**config.mk**
```make
export PLATFORM = sky130hd
export DESIGN_NAME = ahb_mtx_decoder_multi
export DESIGN_NICKNAME = d
export VERILOG_FILES = /design/src/rtl/ahb_mtx_decoder_multi.sv
export SDC_FILE = /design/constraint.sdc
export NUM_CORES = 1
export LEC_CHECK = 0
export CAP_MARGIN = 20
export CORE_AREA = 2 2 150 152
export DETAILED_ROUTE_END_ITERATION = 8
export DIE_AREA = 0 0 152 154
export PLACE_DENSITY_LB_ADDON = 0.15
export SLEW_MARGIN = 10
export SYNTH_ARGS = -nofsm -noshare
export SYNTH_HDL_FRONTEND = slang
export SYNTH_SLANG_ARGS = --single-unit
```
**constraint.sdc**
```tcl
create_clock -name HCLK -period 2.1 [get_ports HCLK]
set_input_delay 0.21 -clock HCLK [delete_from_list [all_inputs] [get_ports HCLK]]
set_output_delay 0.21 -clock HCLK [all_outputs]
set_load 0.02 [all_outputs]
```
**src/rtl/ahb_mtx_decoder_multi.sv**
```systemverilog
// AHB bus-matrix input-stage decoder.
// Decodes each address phase onto one of NUM_PORTS output stages or onto an
// internal default slave, remembers the data-phase owner to steer the response
// path back, and counts default-slave ERROR responses for diagnostics.
module ahb_mtx_decoder_multi #(
  parameter int unsigned                NUM_PORTS    = 4,
  parameter int unsigned                DATA_W       = 32,
  parameter logic [22*NUM_PORTS-1:0]    REGION_BASE  = {NUM_PORTS{22'h0}},
  parameter logic [22*NUM_PORTS-1:0]    REGION_LIMIT = {NUM_PORTS{22'h3f}},
  parameter int unsigned                ERR_CNT_W    = 8
) (
  input  logic                          HCLK,
  input  logic                          HRESETn,
  input  logic                          HREADYS,
  input  logic                          sel_dec,
  input  logic [21:0]                   decode_addr_dec,
  input  logic [1:0]                    trans_dec,
  input  logic [NUM_PORTS-1:0]          region_en,
  input  logic                          err_clr,
  input  logic [NUM_PORTS-1:0]          active_dec_in,
  input  logic [NUM_PORTS-1:0]          readyout_dec,
  input  logic [2*NUM_PORTS-1:0]        resp_dec,
  input  logic [DATA_W*NUM_PORTS-1:0]   rdata_dec,
  input  logic [DATA_W*NUM_PORTS-1:0]   ruser_dec,
  output logic [NUM_PORTS-1:0]          sel_dec_out,
  output logic                          active_dec,
  output logic                          HREADYOUTS,
  output logic [1:0]                    HRESPS,
  output logic [DATA_W-1:0]             HRDATAS,
  output logic [DATA_W-1:0]             HRUSERS,
  output logic [ERR_CNT_W-1:0]          err_count
);

  // Owner index: 0..NUM_PORTS-1 are output stages, NUM_PORTS is the default slave.
  localparam int unsigned      OWN_W      = $clog2(NUM_PORTS + 1);
  localparam logic [OWN_W-1:0] OWN_DS     = OWN_W'(NUM_PORTS);
  localparam logic [1:0]       TRANS_IDLE = 2'b00;
  localparam logic [1:0]       RESP_OKAY  = 2'b00;
  localparam logic [1:0]       RESP_ERROR = 2'b01;

  typedef enum logic [1:0] {
    DS_IDLE = 2'd0,
    DS_ERR1 = 2'd1,
    DS_ERR2 = 2'd2
  } ds_state_t;

  ds_state_t              ds_state_q, ds_state_d;
  logic [OWN_W-1:0]       data_owner_q, data_owner_d;
  logic [ERR_CNT_W-1:0]   err_count_q, err_count_d;

  logic [OWN_W-1:0]       match_owner;
  logic                   match_found;
  logic [OWN_W-1:0]       addr_owner;
  logic                   ds_qual;
  logic                   ds_ready;
  logic [1:0]             ds_resp;

  // Region match: lowest enabled region containing the address wins; inverted ranges never match.
  always_comb begin
    match_owner = OWN_DS;
    match_found = 1'b0;
    for (int unsigned p = 0; p < NUM_PORTS; p++) begin
      if (!match_found && region_en[p] &&
          (decode_addr_dec >= REGION_BASE[22*p +: 22]) &&
          (decode_addr_dec <= REGION_LIMIT[22*p +: 22])) begin
        match_owner = OWN_W'(p);
        match_found = 1'b1;
      end
    end
    // IDLE transfers stay with the data-phase owner so the select never toggles on idle.
    addr_owner = (trans_dec == TRANS_IDLE) ? data_owner_q : match_owner;
  end

  // Address-phase select and active flag of the addressed stage.
  always_comb begin
    sel_dec_out = '0;
    active_dec  = 1'b1;
    for (int unsigned p = 0; p < NUM_PORTS; p++) begin
      if (addr_owner == OWN_W'(p)) begin
        sel_dec_out[p] = sel_dec;
        active_dec     = active_dec_in[p];
      end
    end
  end

  // Default-slave FSM next state and response: two-cycle ERROR for NONSEQ/SEQ.
  always_comb begin
    ds_qual    = (addr_owner == OWN_DS) && sel_dec && HREADYS && trans_dec[1];
    ds_state_d = ds_state_q;
    ds_ready   = 1'b1;
    ds_resp    = RESP_OKAY;
    case (ds_state_q)
      DS_IDLE: begin
        if (ds_qual) ds_state_d = DS_ERR1;
      end
      DS_ERR1: begin
        ds_ready   = 1'b0;
        ds_resp    = RESP_ERROR;
        ds_state_d = DS_ERR2;
      end
      DS_ERR2: begin
        ds_resp    = RESP_ERROR;
        ds_state_d = ds_qual ? DS_ERR1 : DS_IDLE;
      end
      default: ds_state_d = DS_IDLE;
    endcase
  end

  // Data-owner tracking and saturating error counter (clear has priority).
  always_comb begin
    data_owner_d = HREADYS ? addr_owner : data_owner_q;
    err_count_d  = err_count_q;
    if (err_clr) begin
      err_count_d = '0;
    end else if ((ds_state_d == DS_ERR1) && (ds_state_q != DS_ERR1) && (err_count_q != '1)) begin
      err_count_d = err_count_q + ERR_CNT_W'(1);
    end
  end

  // State registers.
  always_ff @(posedge HCLK or negedge HRESETn) begin
    if (!HRESETn) begin
      ds_state_q   <= DS_IDLE;
      data_owner_q <= OWN_DS;
      err_count_q  <= '0;
    end else begin
      ds_state_q   <= ds_state_d;
      data_owner_q <= data_owner_d;
      err_count_q  <= err_count_d;
    end
  end

  // Data-phase response mux driven by the data-phase owner.
  always_comb begin
    HREADYOUTS = ds_ready;
    HRESPS     = ds_resp;
    HRDATAS    = '0;
    HRUSERS    = '0;
    for (int unsigned p = 0; p < NUM_PORTS; p++) begin
      if (data_owner_q == OWN_W'(p)) begin
        HREADYOUTS = readyout_dec[p];
        HRESPS     = resp_dec[2*p +: 2];
        HRDATAS    = rdata_dec[DATA_W*p +: DATA_W];
        HRUSERS    = ruser_dec[DATA_W*p +: DATA_W];
      end
    end
  end

  assign err_count = err_count_q;

endmodule

```
; After elaboration in Yosys (flattened, before gate mapping)
; Cells that the tools add are included.
[totals]
ff_bits = 13
out_inout_bits = 80
input_bits = 305
elab_cells = 82
[op_classes]
eq_ne = 12
mux = 39
n_lt_le_gt_ge = 2
n_reduce_logical = 25
add_sub_neg = 1
[op_table]
columns = op, count
row1 = 2-to-1 mux 32 bit, 8
row2 = "greater-or-equal comparator 22 x 1 -> 1 bit, second input constant", 1
row3 = "<= comparator 22 x 6 -> 1 bit, second input constant", 1
row4 = 2-to-1 mux 1 bit, 18
row5 = logical AND 1 bit, 16
row6 = 2-to-1 mux 8 bit, 2
row7 = 2-to-1 mux 3 bit, 5
row8 = "equality test 3 x 2 -> 1 bit, second input constant", 4
row9 = 2-to-1 mux 2 bit, 5
row10 = "adder 8 x 1 -> 8 bit, second input constant", 1
row11 = "!= test 8 bit, second input constant", 1
row12 = "equality test 3 x 1 -> 1 bit, second input constant", 2
row13 = zero test 3 bit, 2
row14 = one-hot mux 2 bit (3 select lines), 1
row15 = "equality test 2 x 1 -> 1 bit, second input constant", 2
row16 = zero test 2 bit, 2
row17 = "equality test 3 bit, second input constant", 1
row18 = zero test 1 bit, 3
row19 = "equality test 2 bit, second input constant", 1
row20 = "!= test 2 x 1 -> 1 bit, second input constant", 1
row21 = nonzero test 2 bit, 1
row22 = OR reduction 2 bit, 1

; Longest topological paths before layout
; Gate-level depths: netlist (run 1).
[depth]
word_depth = 31
ltp_mapped = 9
depth_no_buf = 8

; Worst setup path before layout (run 1)
; No wires, ideal clock.
[synth_timing]
path_kind = register -> register
startpoint = register err_count_q[0], in the netlist err_count[0]
endpoint = register err_count_q[7], in the netlist err_count[7]
slack_ps = 7
synth_period_minus_slack_ps = 2093
t_arrival_ps = 1968
t_required_ps = 1975
stages_incl_launch_ff = 8
setup_time_ps = 125
path_buffers = 1
cell_sequence = dfrtp_1 ha_1 nand4_1 nor2_1 or3_1 clkbuf_4 nor4_2 mux2_4
[synth_between]
elab_chain_len = 3
elab_cells_between_ends = 6
[synth_rtl]
columns = element, line
row1 = "start, declared", 49  ; logic [ERR_CNT_W-1:0] err_count_q, err_count_d;
row2 = "start signal, assigned", 129  ; err_count_q <= err_count_d;
row3 = adder 8 x 1 -> 8 bit / != test 8 bit (equally long branches), "116, 115"
row4 = 2-to-1 mux 8 bit / logical AND 1 bit (equally long branches), 115  ; end else if ((ds_state_d == DS_ERR1) && (ds_state_q != DS_ERR1) && (err_count_q != '1)) begin
row5 = 2-to-1 mux 8 bit / nonzero test 2 bit (equally long branches), -
; Several ways; a longest one is shown, not always the timed one. The select of a mux whose other input is x is not followed.
; A chain may end at the register's enable or synchronous reset.

; Worst setup path after layout (run 1)
[layout_timing]
startpoint = register data_owner_q[0]
endpoint = output HRDATAS[13]
[layout_between]
elab_chain_len = 5
elab_cells_between_ends = 8
[layout_rtl]
columns = element, line
row1 = "start, declared", 48  ; logic [OWN_W-1:0] data_owner_q, data_owner_d;
row2 = "start signal, assigned", 128  ; data_owner_q <= data_owner_d;
row3 = zero test 3 bit, 140  ; if (data_owner_q == OWN_W'(p)) begin
row4 = 2-to-1 mux 32 bit (3 in a row), 140
row5 = 2-to-1 mux 32 bit (*), 140
row6 = "end, declared", 29  ; output logic [DATA_W-1:0] HRDATAS,
; Mark *: on every way between the ends. The rest lies on a longest branch, timed or not.

==> results of run 1 <==
## sequential cells by signal (all words and copies together) (netlist names)
signal,flops
data_owner_q,3
ds_state_q,2
err_count,8
## area by class of cell
| cell class | count | area [um2] | area share |
|---|---|---|---|
| flip-flops and latches | 13 | 331.6 | 0.04356 |
| clock inverters | 1 | 5.005 | 0.0006576 |
| clock buffers | 3 | 75.07 | 0.009864 |
| repair buffers | 439 | 4123 | 0.5417 |
| multi-input cells | 228 | 2695 | 0.3541 |
| diodes | 2 | 5.005 | 0.0006576 |
| inverters | 7 | 26.28 | 0.003452 |
| well taps | 280 | 350.3 | 0.04603 |
## routing by layer
layer | track usage | vias to the layer above | wire (um) | share of wire
met5 | 0 | - | 13 | 0.00069
met4 | 0.02937 | 2 | 331 | 0.018
met3 | 0.02537 | 22 | 924 | 0.049
met2 | 0.2928 | 179 | 10500 | 0.56
met1 | 0.1646 | 2043 | 7000 | 0.37
li1 | - | 1939 | - | -
## per-stage QoR
step | util | hold WS, ps | setup TNS, ps
after floorplan | - | -85.59 | 0
after global placement | 0.3438 | 595.6 | -15010
after detailed placement | 0.3438 | 597.8 | -14020
after CTS | 0.3484 | 385.7 | -430.9
after global routing | 0.3508 | 400.0 | -933.8
final | 0.3509 | 363.2 | -48.80
## power by group through the flow
stage          Clock (mW)  Combinational [mW]  Sequential (mW)
2_1_floorplan           0               0.540            0.327
3_3_place_gp            0                1.42            0.302
3_5_place_dp            0                1.44            0.302
4_1_cts             0.384                1.45            0.298
5_1_grt             0.391                1.55            0.303
6_report            0.374                1.45            0.300
## worst max path at each step
stage                                      startpoint  cells past startpoint                  endpoint  slack (ps)
final                     data_owner_q[0]$_DFFE_PN0P_                      6               HRDATAS[13]         -20
after global routing      data_owner_q[0]$_DFFE_PN0P_                      8                HREADYOUTS         -80
after CTS                 data_owner_q[0]$_DFFE_PN0P_                      8            sel_dec_out[0]         -90
after detailed placement           decode_addr_dec[8]                      7                active_dec        -820
after global placement            decode_addr_dec[14]                      7            sel_dec_out[0]        -720
after floorplan              err_count[0]$_DFFE_PN0P_                      7  err_count[7]$_DFFE_PN0P_           7
## cell usage in the layout (no fill, tap or decap), drive strengths merged, types with 7 or more instances in the layout
cell           instances
clkdlybuf4s50        284
inv                    7
clkbuf                17
buf                  129
nor2                  15
mux4                  65
a21oi                 12
dfrtp                 12
nand3                  9
nor2b                 66
## logic make-up after synthesis
group,synth area share
compound gates,0.08509
buf+inv,0.04932
fa+ha+maj,0.02466
flops,0.1073
mux,0.4965
simple gates,0.2372
## what timing repair did
item	in CTS	in global routing
resized for setup	319	74
buffers inserted	12	10
pin swaps	13	15
endpoints found under the setup margin	77	43
cloned	0	2
==> impl_summary.log, run 1 <==
[metrics] cell area after layout: 7611 um2
[metrics] number of global-route vias before repair: 4,436
[metrics] hpwl dp: 15.69 mm
[metrics] buffer depth of the longest clock path: 2
[metrics] clock group share of total power: 0.176
[metrics] count of placed standard cells including taps: 944
[metrics] die extent in x: 152 um
[metrics] y dimension of the die: 154 um
[metrics] violations in the final reports: negative setup slack
[metrics] sequential power share: 0.141
[metrics] most area-consuming cells after synthesis: sky130_fd_sc_hd__mux4_2 48%, sky130_fd_sc_hd__nor2b_1 14%, sky130_fd_sc_hd__dfrtp_1 9.9%
[metrics] Mapped Area: 3044 um2
[metrics] standard cell with the maximum stage delay on the critical path: sky130_fd_sc_hd__dfrtp_4
[metrics] total wire length after detailed routing: 18.77 mm
[metrics] detail-routed net length per standard cell: 19.29 um
[metrics] GRT Overall Usage: 0.1478
[metrics] share of power burned in combinational logic: 0.683
[metrics] Yosys cell types: 49
[metrics] initial core utilization: 0.1404
[metrics] worst-path maximum fanout: 10
[metrics] highest achievable clock rate: 0.4726 GHz
[metrics] area delta synth->final: 150.0%
[metrics] number of nets in the layout: 1,003
[metrics] initial antenna violation count: 2
[metrics] Synth warnings: 0
[metrics] global-route wire length before repair: 27.12 mm
[metrics] IO Pins: 385
[metrics] remaining number of nets flagged by the antenna check after routing: 0
[metrics] Overflow after GRT: 0
[metrics] number of buffers inserted for hold repair after clock tree synthesis: 0
[metrics] number of filler cells placed in the layout: 2,192
[metrics] buffer type at the clock tree root: sky130_fd_sc_hd__clkbuf_16
[metrics] Reg clk slew, reported paths: 50 ps
[metrics] post-place instance area: 7457 um2
[metrics] layout cell share with drive strength beyond 1: 0.3531
[metrics] capturing element type of the critical path: output pin
[metrics] largest voltage drop on the vdd net: 0.3287 mV
[metrics] pin count of the biggest net entering global routing: 38
[metrics] Final min period: 2116 ps
[metrics] Mapped Nets: 586
[metrics] flops & latches, synth: 13
[metrics] Psw: 0.6527 mW
[metrics] count of unresolved DRC violations after routing: 0
[metrics] area enclosed by the die boundary: 23,410 um2
[metrics] cell type contributing the most total cell area after synthesis: sky130_fd_sc_hd__mux4_2
[metrics] Finished Layout Cells: 973
[metrics] max-cap violation count: 0
[metrics] max-slew violations: 0
[metrics] Hold Violations, Final: 0
[metrics] Final Wtd Congestion: 0.8271
[metrics] crit-path max cell delay: 510 ps
[metrics] r2r endpoint: err_count[6]$_DFFE_PN0P_
[metrics] sequence of cells on the critical path: buf_12, buf_12, buf_12, mux4_2, nor2b_1, buf_2
[metrics] worst setup timing slack at the placement stage: -817.9 ps
[metrics] placeable core area: 21,690 um2
[metrics] ratio of final minimum period to clock period: 1.008
[metrics] most frequent cell on the critical path: sky130_fd_sc_hd__buf_12
[metrics] Slew Limit Headroom: 0.5648
[metrics] Post-synth EDFFs: 0
[metrics] proportion of netlist area held by the largest area contributor: 0.4809
[metrics] most instantiated cells after synthesis: 66 x sky130_fd_sc_hd__nor2b_1, 65 x sky130_fd_sc_hd__mux4_2, 17 x sky130_fd_sc_hd__clkbuf_1, 15 x sky130_fd_sc_hd__nor2_1
[metrics] status: finished, violations left
[metrics] Worst Reg-to-Reg Cells: 5
[metrics] Num CTS Buffers: 3
[metrics] Worst path top cell family by delay: buffers and inverters
[metrics] fraction of the yosys area taken by sequential cells: 0.1073
[metrics] number of endpoints failing setup at the final stage: 7
[metrics] clock latency on the worst-skew pair: 250 ps
[metrics] Hold WC Path Type: in -> async
[metrics] register-to-register path setup slack: 110 ps
[metrics] clock tree from TritonCTS: done
[metrics] critical path data required time: 1890 ps
[metrics] most frequent cell after synthesis: sky130_fd_sc_hd__nor2b_1
[metrics] switching share of total power: 0.3077
[metrics] Buf/Inv on CP: 4
[metrics] launching element type of the critical path: flip-flop
[metrics] number of search-and-repair iterations in the first detailed-routing pass: 6
[metrics] Num Clock Sinks: 13
[metrics] synthesized area per cell: 11.07 um2
[metrics] iteration-0 DRC count of the detailed router: 171
[metrics] Vias: 4,185
[metrics] count of standard-cell rows: 54
[metrics] synthesized instance count: 275
[metrics] number of input and output port buffers inserted: 378
[metrics] category of the critical setup timing path: reg -> out
[metrics] internal power: 1.469 mW
[metrics] Via density: 4.301
[metrics] Pleak: 2.957 nW
[metrics] H-tree lvl count: 1
[metrics] fraction of registers with async set/reset: 1.000
[metrics] Power Total: 2.121 mW
[metrics] predominant post-synthesis flop cell: sky130_fd_sc_hd__dfrtp_1
[metrics] RR Startpoint: ds_state_q[0]$_DFF_PN0_
[metrics] P per Cell Area: 278.7 nW/um2
[metrics] setup repair after global routing missed its margin: yes
[metrics] final worst clock skew: 6.573 ps
[metrics] transition at the pin with the smallest max-transition slack: 650.7 ps
[metrics] worst setup slack after layout: -16.08 ps
[metrics] Worst EP arrival: 1910 ps
Power figures use the tool's default switching activity.
==> inputs of run 2 (changes only) <==
Settings changed: ABC_AREA from default to 0.
Clock period 2.1 ns to 2.61 ns, I/O delays scaled along.
==> run 2 against run 1 <==
The flow now finishes without violations. Critical endpoint is now sel_dec_out[0]. Worst setup slack improved by 100 ps. Final cell count shrank 3.6%. Critical path type is now in -> out. Sequential power shrank 12%. Die area unchanged. Non-clock buffer count is 35 lower.
==> impl_summary.log, run 2 (same netlist as run 1, synthesis figures left out) <==
[metrics] number of input and output port buffers inserted: 378 (unchanged)
[metrics] Hold Violations, Final: 0 (unchanged)
[metrics] number of search-and-repair iterations in the first detailed-routing pass: 4 (-2)
[metrics] most common cell after layout, fill and taps aside: sky130_fd_sc_hd__clkdlybuf4s50_1
[metrics] final worst hold slack: 413.4 ps (+50.20 ps)
[metrics] number of nets in the layout: 968 (-3.5%)
[metrics] Via density: 4.299 (about the same)
[metrics] GRT Overall Usage: 0.1464 (-0.001431)
[metrics] Hold WC Path Type: in -> async
[metrics] largest voltage drop on the vdd net: 0.2978 mV (-9.4%)
[metrics] global-route wire length before repair: 26.54 mm (-2.1%)
[metrics] iteration-0 DRC count of the detailed router: 133 (-22%)
[metrics] die extent in x: 152 um (unchanged)
[metrics] clock tree from TritonCTS: done
[metrics] number of endpoints failing setup at the final stage: 0 (-7)
[metrics] placeable core area: 21,690 um2 (unchanged)
[metrics] P per Cell Area: 213.9 nW/um2 (-23%)
[metrics] Reg clk slew, reported paths: 50 ps (about the same)
[metrics] most frequent cells in the layout: 366 x sky130_fd_sc_hd__clkdlybuf4s50_1, 66 x sky130_fd_sc_hd__nor2b_1, 65 x sky130_fd_sc_hd__mux4_2, 21 x sky130_fd_sc_hd__buf_4, 15 x sky130_fd_sc_hd__nor2_1
[metrics] H-tree lvl count: 1 (unchanged)
[metrics] cell area after layout: 7443 um2 (-2.2%)
[metrics] remaining number of nets flagged by the antenna check after routing: 0 (unchanged)
[metrics] worst setup slack after layout: 88.28 ps (+104.4 ps)
[metrics] initial antenna violation count: 1 (-1)
[metrics] internal power: 1.117 mW (-24%)
[metrics] RR Startpoint: err_count[0]$_DFFE_PN0P_
[metrics] buffer depth of the longest clock path: 2 (unchanged)
[metrics] share of power burned in combinational logic: 0.650 (-0.033)
[metrics] setup repair after global routing missed its margin: no
[metrics] Worst Reg-to-Reg Cells: 6 (+1)
[metrics] final worst clock skew: 3.665 ps (-2.907 ps)
[metrics] Psw: 0.4747 mW (-27%)
[metrics] hpwl dp: 15.63 mm (-0.42%)
[metrics] layout cell share with drive strength beyond 1: 0.1784 (-0.1748)
[metrics] buffer type at the clock tree root: sky130_fd_sc_hd__clkbuf_16
[metrics] critical path data required time: 2350 ps (+460 ps)
[metrics] y dimension of the die: 154 um (unchanged)
[metrics] count of unresolved DRC violations after routing: 0 (unchanged)
[metrics] clock group share of total power: 0.183 (+0.007)
[metrics] Num Clock Sinks: 13 (unchanged)
[metrics] number of flip-flops under the largest register name: 8 (unchanged)
[metrics] highest achievable clock rate: 0.3966 GHz
[metrics] worst-path maximum fanout: 4 (-6)
[metrics] Power Total: 1.592 mW (-25%)
[metrics] worst setup timing slack at the placement stage: -336.9 ps (+480.9 ps)
[metrics] Final min period: 2522 ps
[metrics] launching element type of the critical path: primary input
[metrics] r2r endpoint: err_count[3]$_DFFE_PN0P_
[metrics] count of standard-cell rows: 54 (unchanged)
[metrics] initial core utilization: 0.1404 (unchanged)
[metrics] area delta synth->final: 144.5%
[metrics] Overflow after GRT: 0 (unchanged)
[metrics] switching share of total power: 0.2982 (-0.009466)
[metrics] sequential power share: 0.167 (+0.026)
[metrics] total wire length after detailed routing: 18.28 mm (-2.6%)
[metrics] capturing element type of the critical path: output pin
[metrics] status: completed
[metrics] pin count of the biggest net entering global routing: 31 (-18%)
[metrics] clock latency on the worst-skew pair: 240 ps (about the same)
[metrics] Final Wtd Congestion: 0.8251 (-0.24%)
[metrics] category of the critical setup timing path: in -> out
[metrics] detail-routed net length per standard cell: 19.49 um (+1.0%)
[metrics] area enclosed by the die boundary: 23,410 um2 (unchanged)
[metrics] number of global-route vias before repair: 4,292 (-3.2%)
[metrics] Vias: 4,032 (-3.7%)
[metrics] register-to-register path setup slack: 430 ps (+320 ps)
[metrics] ratio of final minimum period to clock period: 0.9662
[metrics] IO Pins: 385 (unchanged)
[metrics] transition at the pin with the smallest max-transition slack: 633.7 ps (-17.05 ps)
[metrics] Pleak: 2.598 nW (-12%)
[metrics] max-cap violation count: 0 (unchanged)
[metrics] max-slew violations: 0 (unchanged)
[metrics] post-place instance area: 7282 um2 (-2.3%)
[metrics] Slew Limit Headroom: 0.5762 (+0.01140)
[metrics] Num CTS Buffers: 3 (unchanged)
[metrics] Worst EP arrival: 2260 ps (+350 ps)
[run 2: cell types whose count changed in the layout (fill, tap and decap cells not counted), sizes merged]
| cell | previous run | this run |
|---|---|---|
| clkbuf | 17 | 7 |
| clkdlybuf4s50 | 284 | 366 |
| clkdlybuf4s15 | 5 | 0 |
| dlygate4sd2 | 3 | 0 |
| dlymetal6s2s | 4 | 7 |
| buf | 129 | 27 |
[run 2: worst max path at each step]
| stage | start | end | slack [ps] | cells after the start |
|---|---|---|---|---|
| global placement | decode_addr_dec[14] | sel_dec_out[2] | -310 | 7 |
| detailed placement | decode_addr_dec[8] | sel_dec_out[0] | -340 | 7 |
| finish | decode_addr_dec[8] | sel_dec_out[0] | 90 | 7 |
| global route | decode_addr_dec[8] | sel_dec_out[0] | 1 | 7 |
| CTS | decode_addr_dec[8] | active_dec | -20 | 7 |
| floorplan | err_count[0]$_DFFE_PN0P_ | err_count[7]$_DFFE_PN0P_ | 520 | 7 |
[run 2: per-layer routing]
layer / share of wire / global-route usage
met1: 0.36 / 0.1581
met5: 0 / 0
met2: 0.54 / 0.2804
met3: 0.064 / 0.03326
met4: 0.034 / 0.04851
[run 2: final cells by class]
cell class	count	area, um2
clock buffers	3	75.07
diodes	2	5.005
repair buffers	404	4063
flip-flops and latches	13	331.6
fillers	2173	14240
clock inverters	1	5.005
well taps	280	350.3
multi-input cells	228	2587
inverters	7	26.28
[run 2: metrics by stage]
step | util | std cells | TNS (ps)
6_report | 0.3432 | 938 | 0
5_1_grt | 0.3431 | 937 | 0
4_1_cts | 0.3403 | 933 | -44.69
3_5_place_dp | 0.3358 | 929 | -1477
3_3_place_gp | 0.3358 | 929 | -1281
2_1_floorplan | - | 275 | 0
[run 2: power by group through the flow]
| stage | Clock (mW) | Combinational, mW | Sequential (mW) |
|---|---|---|---|
| final | 0.291 | 1.04 | 0.265 |
| after global routing | 0.313 | 1.11 | 0.270 |
| after CTS | 0.300 | 1.05 | 0.266 |
| after detailed placement | 0 | 1.04 | 0.268 |
| after global placement | 0 | 1.02 | 0.267 |
| after floorplan | 0 | 0.435 | 0.263 |
[run 2: repair_timing]
action / CTS / global route
pin swaps: 0 / 1
hold endpoints to repair: 0 / 0
resized for setup: 14 / 21
hold buffers: 0 / 0
gates cloned: 0 / 1
endpoints found under the setup margin: 6 / 14
setup buffers: 0 / 2
[run 2: critical path: stages]
cell and delay (ps):
sky130_fd_sc_hd__clkdlybuf4s50_1 420, sky130_fd_sc_hd__nor4_2 320, sky130_fd_sc_hd__nand3_2 150, sky130_fd_sc_hd__o32a_1 420, sky130_fd_sc_hd__or3b_1 420, sky130_fd_sc_hd__nor2_1 120, sky130_fd_sc_hd__buf_4 150
==> inputs of run 3 (changes only) <==
Settings changed: HOLD_SLACK_MARGIN from default to 0.03.
==> results of run 3 <==
Final layout, timing and power as in run 2 (identical DEF).
